<file path="src/rtl/ula_contention_pkg.sv">
// Shared constants, state encoding and slot helper for the ULA contention block.
// Optional 128K geometry is enabled with ULA_CONTENTION_128K_EN.
package ula_contention_pkg;

    localparam logic [8:0] LINE_48K     = 9'd448;
    localparam logic [8:0] FRAME_48K    = 9'd312;
    localparam logic [8:0] LINE_128K    = 9'd456;
    localparam logic [8:0] FRAME_128K   = 9'd311;
    localparam logic [8:0] INT_LEN_48K  = 9'd64;
    localparam logic [8:0] INT_LEN_128K = 9'd72;

    typedef enum logic [1:0] {
        IDLE  = 2'd0,
        HOLD  = 2'd1,
        GRANT = 2'd2
    } cont_state_e;

    // T-states 0..5 of each 8-T group (pixel phase 0..11) belong to the video fetch.
    function automatic logic slot_busy(input logic [3:0] phase, input logic in_display);
        return in_display && (phase < 4'd12);
    endfunction

endpackage

</file>
<file path="src/rtl/ula_timing_counters.sv">
// ULA pixel/line counters, frame-geometry latch and registered frame interrupt.
// Geometry select honoured only when ULA_CONTENTION_128K_EN is defined.
module ula_timing_counters
    import ula_contention_pkg::*;
#(
    parameter int INT_LINE = 248
) (
    input  logic       clk_i,
    input  logic       rst_n_i,
    input  logic       clk7en_i,
    input  logic       timing_128k_i,
    output logic [8:0] hc_o,
    output logic [8:0] vc_o,
    output logic       int_n_o
);

    localparam logic [8:0] INT_LINE_C = 9'(INT_LINE);

    logic [8:0] hc_q, hc_d;
    logic [8:0] vc_q, vc_d;
    logic       int_n_q, int_n_d;
    logic       geom_128k_q, geom_128k_d;
    logic [8:0] line_last_s, frame_last_s, int_len_s;
    logic       hc_wrap_s, vc_wrap_s;

`ifndef ULA_CONTENTION_128K_EN
    logic unused_timing_128k_s;
    assign unused_timing_128k_s = timing_128k_i;
`endif

    // Next-state for counters, geometry latch and interrupt
    always_comb begin
        line_last_s  = geom_128k_q ? (LINE_128K - 9'd1) : (LINE_48K - 9'd1);
        frame_last_s = geom_128k_q ? (FRAME_128K - 9'd1) : (FRAME_48K - 9'd1);
        int_len_s    = geom_128k_q ? INT_LEN_128K : INT_LEN_48K;
        hc_wrap_s    = clk7en_i && (hc_q == line_last_s);
        vc_wrap_s    = hc_wrap_s && (vc_q == frame_last_s);

        if (!clk7en_i) begin
            hc_d = hc_q;
        end else if (hc_wrap_s) begin
            hc_d = 9'd0;
        end else begin
            hc_d = hc_q + 9'd1;
        end

        if (!hc_wrap_s) begin
            vc_d = vc_q;
        end else if (vc_wrap_s) begin
            vc_d = 9'd0;
        end else begin
            vc_d = vc_q + 9'd1;
        end

        // Geometry only changes on the frame wrap so a frame is never mixed.
`ifdef ULA_CONTENTION_128K_EN
        if (vc_wrap_s) begin
            geom_128k_d = timing_128k_i;
        end else begin
            geom_128k_d = geom_128k_q;
        end
`else
        geom_128k_d = 1'b0;
`endif

        int_n_d = !((vc_q == INT_LINE_C) && (hc_q < int_len_s));
    end

    // Counter, geometry and interrupt registers
    always_ff @(posedge clk_i or negedge rst_n_i) begin
        if (!rst_n_i) begin
            hc_q        <= 9'd0;
            vc_q        <= 9'd0;
            int_n_q     <= 1'b1;
            geom_128k_q <= 1'b0;
        end else begin
            hc_q        <= hc_d;
            vc_q        <= vc_d;
            int_n_q     <= int_n_d;
            geom_128k_q <= geom_128k_d;
        end
    end

    assign hc_o    = hc_q;
    assign vc_o    = vc_q;
    assign int_n_o = int_n_q;

endmodule

</file>
<file path="src/rtl/ula_contention.sv">
// ULA memory/port contention: decides when the Z80 clock is held for a video slot.
// 128K frame geometry available with ULA_CONTENTION_128K_EN.
module ula_contention
    import ula_contention_pkg::*;
#(
    parameter int HC_PHASE  = 0,
    parameter int DISPLAY_W = 256,
    parameter int DISPLAY_H = 192,
    parameter int INT_LINE  = 248
) (
    input  logic       clk,
    input  logic       rst_n,
    input  logic       clk7en,
    input  logic       clk35en_n,
    input  logic       mreq_n,
    input  logic       iorq_n,
    input  logic       addr_contended,
    input  logic       ula_port,
    input  logic       timing_128k,
    output logic [8:0] hc,
    output logic [8:0] vc,
    output logic       int_n,
    output logic       CPUContention
);

    localparam logic [3:0] HC_PHASE_C  = 4'(HC_PHASE);
    localparam logic [8:0] DISPLAY_W_C = 9'(DISPLAY_W);
    localparam logic [8:0] DISPLAY_H_C = 9'(DISPLAY_H);

    logic [8:0]  hc_s, vc_s;
    logic [3:0]  phase_s;
    logic        in_display_s, busy_slot_s, access_s;
    cont_state_e state_q;
    logic        contention_q;

    ula_timing_counters #(
        .INT_LINE (INT_LINE)
    ) u_counters (
        .clk_i         (clk),
        .rst_n_i       (rst_n),
        .clk7en_i      (clk7en),
        .timing_128k_i (timing_128k),
        .hc_o          (hc_s),
        .vc_o          (vc_s),
        .int_n_o       (int_n)
    );

    // Slot classification and access decode
    always_comb begin
        phase_s      = hc_s[3:0] + HC_PHASE_C;
        in_display_s = (hc_s < DISPLAY_W_C) && (vc_s < DISPLAY_H_C);
        busy_slot_s  = slot_busy(phase_s, in_display_s);
        access_s     = (!mreq_n && addr_contended) || (!iorq_n && ula_port);
    end

    // Contention FSM, evaluated only on the CPU-phase sample enable
    always_ff @(posedge clk or negedge rst_n) begin
        if (!rst_n) begin
            state_q      <= IDLE;
            contention_q <= 1'b0;
        end else if (clk35en_n) begin
            case (state_q)
                IDLE: begin
                    if (access_s && busy_slot_s) begin
                        state_q      <= HOLD;
                        contention_q <= 1'b1;
                    end else if (access_s) begin
                        state_q      <= GRANT;
                        contention_q <= 1'b0;
                    end else begin
                        state_q      <= IDLE;
                        contention_q <= 1'b0;
                    end
                end
                HOLD: begin
                    if (!access_s) begin
                        state_q      <= IDLE;
                        contention_q <= 1'b0;
                    end else if (busy_slot_s) begin
                        state_q      <= HOLD;
                        contention_q <= 1'b1;
                    end else begin
                        state_q      <= GRANT;
                        contention_q <= 1'b0;
                    end
                end
                // One contention per access: wait for the bus cycle to end.
                GRANT: begin
                    contention_q <= 1'b0;
                    if (mreq_n && iorq_n) begin
                        state_q <= IDLE;
                    end else begin
                        state_q <= GRANT;
                    end
                end
                default: begin
                    state_q      <= IDLE;
                    contention_q <= 1'b0;
                end
            endcase
        end else begin
            state_q      <= state_q;
            contention_q <= contention_q;
        end
    end

    assign hc            = hc_s;
    assign vc            = vc_s;
    assign CPUContention = contention_q;

endmodule

</file>
<file path="config.mk">
export PLATFORM = sky130hd
export DESIGN_NAME = ula_contention
export DESIGN_NICKNAME = d
export VERILOG_FILES = /design/src/rtl/ula_contention_pkg.sv /design/src/rtl/ula_timing_counters.sv /design/src/rtl/ula_contention.sv
export SDC_FILE = /design/constraint.sdc
export NUM_CORES = 1
export LEC_CHECK = 0
export CAP_MARGIN = 30
export CORE_UTILIZATION = 43
export DETAILED_ROUTE_END_ITERATION = 12
export PLACE_DENSITY = 0.8
export SLEW_MARGIN = 10
export SYNTH_ARGS = -nofsm -noshare
export SYNTH_HDL_FRONTEND = slang
export SYNTH_SLANG_ARGS = --single-unit
</file>
<file path="constraint.sdc">
create_clock -name clk -period 1.5 [get_ports clk]
set_input_delay 0.45 -clock clk [delete_from_list [all_inputs] [get_ports clk]]
set_output_delay 0.45 -clock clk [all_outputs]
set_load 0.1 [all_outputs]
</file>
==> out/qor.yml <==
cp_slowest_cell: "dfrtp_4"
first_global_vias: 1180
final_nets: 197
setup_tns_ns: -0.368
ys_ff_latch: 22
finClkSkew_ns: 0.00148
status: "complete, but fails checks"
clkLatencyLatePin_ns: 0.30
hold_violations: 0
clk_pin_slew_ns: 0.12
final_cell_mix: "buf_12 (21), buf_4 (21), buf_6 (18)"
top_usage_layer: "met2"
core_area_mm2: 0.00248
clockBufferDepth: 2
required_ns: 1.05
hp-class: "in -> async"
stdcell_area_mm2: 0.00220
yosysWarnings: 0
ir_drop_v: 0.00193
initial_core_util_pct: 45.6
post-dp-hpwl_um: 2190
clock-root-buffer: "clkbuf_4"
path_class: "reg -> out"
dp.cells: 189
max_cap_violations: 0
syn-num-nets: 124
die_h_um: 53.2
cts_made_buffers: 3
syn_avg_cell_area_um2: 10.1
synthCells: 112
fin_ws_ns: -0.0726
track_usage_pct: 27.4
vias_per_cell: 5.64
r2r_setup_slack_ns: -0.01
ys_seq_area_share_pct: 48.9
end_kind: "output pin"
num_rows: 18
fmax_mhz: 636
slowest_delay_ns: 0.52
io_pins: 29
period_share_pct: 105
maxSlewHeadroom_pct: 80.9
syn_to_final_growth_pct: 94.7
postPlaceCellArea_mm2: 0.00188
cts.sinks: 22
fin_total_pwr_mw: 3.21
path_max_fanout: 4
gp_congestion: 0.826
drc: 0
cts_tree: "yes"
startpoint_type: "flop"
dieWidth_um: 53.2
crit_arrival_ns: 1.12
violations: "setup timing"
num_antenna_cells: 0
drv_slew: 0
worst_pin_slew_ns: 0.286
rsz0062_at_grt: "true"
routed-via-count: 1206
met1_usage_pct: 33.7
power.density_mw_per_mm2: 1460
period_needed_ns: 1.57
finalNonFillerCells: 214
synth_cell_types: 35
setup_viol: 8
io_buffers: 27
p_leak_nw: 0.965
grt_max_degree: 23
first_iter_violations: 38
grt_use_met3_pct: 3.74
hold_slack_ns: 0.478
crit_chain: "buf_6 > buf_12"
grt_use_met2_pct: 46.9
antenna_found_initial: 0
first_pass_iters: 4
wirelength_um: 4080
drive_above_1_share_pct: 57.6
globalRouteOverflowTotal: 0
htreeDepth: 1
syn-cell-area_mm2: 0.00113
wire_per_inst_um: 19.1
postRouteAntennaNets: 0
die_area_mm2: 0.00283
grt_pass1_wl_um: 5420
-- per-layer routing --
metal  up-vias  wire (µm)  part of all wire [%]
li1        545          -                     -
met1       588       1560                    38
met2        56       2160                    53
met3        17        213                   5.2
met4         0        148                   3.6
met5         -          0                     0
-- layout make-up --
class,count,area [µm²]
well taps,30,37.5
fillers,105,280
clock buffers,4,26.3
inverters,10,37.5
multi-input cells,79,624
repair buffers,69,880
flip-flops and latches,22,592
-- per-stage QoR --
stage,setup slack [ns],util (%)
finish,-0.0726,88.7
floorplan,-0.318,-
CTS,-0.119,83.1
detailed placement,-0.458,75.8
global placement,-0.423,75.8
global route,-0.0986,88.7
-- cell families (layout without fill, tap and decap cells) --
| family | Yosys count | after routing | share of synthesized area [%] |
|---|---|---|---|
| and+or+nand+nor | 44 | 44 | 22.7 |
| AOI/OAI and AO/OA | 23 | 23 | 13.0 |
| DFF | 22 | 22 | 48.9 |
| buffers and inverters | 11 | 83 | 4.32 |
| xor gates and xnor gates | 7 | 7 | 5.43 |
| adders and majority gates | 3 | 3 | 3.33 |
| muxes | 2 | 2 | 2.33 |
-- cells in the mapped netlist, drive strengths merged --
cell type,number,area (µm²)
nand2,11,43.8
nor4,1,21.3
a21oi,4,23.8
a2111o,1,11.3
ha,3,37.5
nand4,4,40.0
nand3,7,35.0
nand4b,1,8.76
a211o,1,8.76
o22a,1,8.76
mux2,2,26.3
and3,2,12.5
xor2,1,8.76
nand3b,2,15.0
o31ai,1,7.51
nor3,4,20.0
dfrtp,21,526
and4,1,8.76
a22o,1,8.76
o22ai,2,12.5
a21boi,1,7.51
nor2,8,30.0
nor4b,1,8.76
buf,1,11.3
dfstp,1,26.3
and2,2,12.5
inv,10,37.5
o21a,1,7.51
o21ai,10,50.1
xnor2,6,52.6
-- where the power goes --
group          internal [mW]  switching [mW]
logic                  0.883            1.17
clock network          0.104           0.176
registers              0.755           0.121
-- registers in the layout, indices dropped and copies added, names as in the netlist --
name	cells
CPUContention	1
u_counters.int_n_o	1
u_counters.vc_o	9
state_q	2
u_counters.hc_o	9
-- worst max-delay path, delay by kind of cell, from the launching register on --
kind | cells | cell delay, ns
flip-flops | 1 | 0.52
buffers and inverters | 2 | 0.30
-- what timing repair did --
item,4_1_cts,5_1_grt
hold buffers,0,0
gates resized for setup,27,15
setup endpoints to repair,24,29
setup buffers,10,13
pin swaps,6,7
-- worst paths after layout --
kind | startpoint | to | depth (start not counted)
setup / recovery | u_counters.hc_o[0] | hc[0] | 2
hold / removal | rst_n | u_counters.vc_o[1] | 2
setup reg to reg | u_counters.hc_o[0] | u_counters.vc_o[3] | 6
hold reg to reg | state_q[0] | state_q[0] | 2
max in group asynchronous | rst_n | u_counters.int_n_o | 2
min in group clk | state_q[0] | state_q[0] | 2
(Power assumes the default switching activity.)
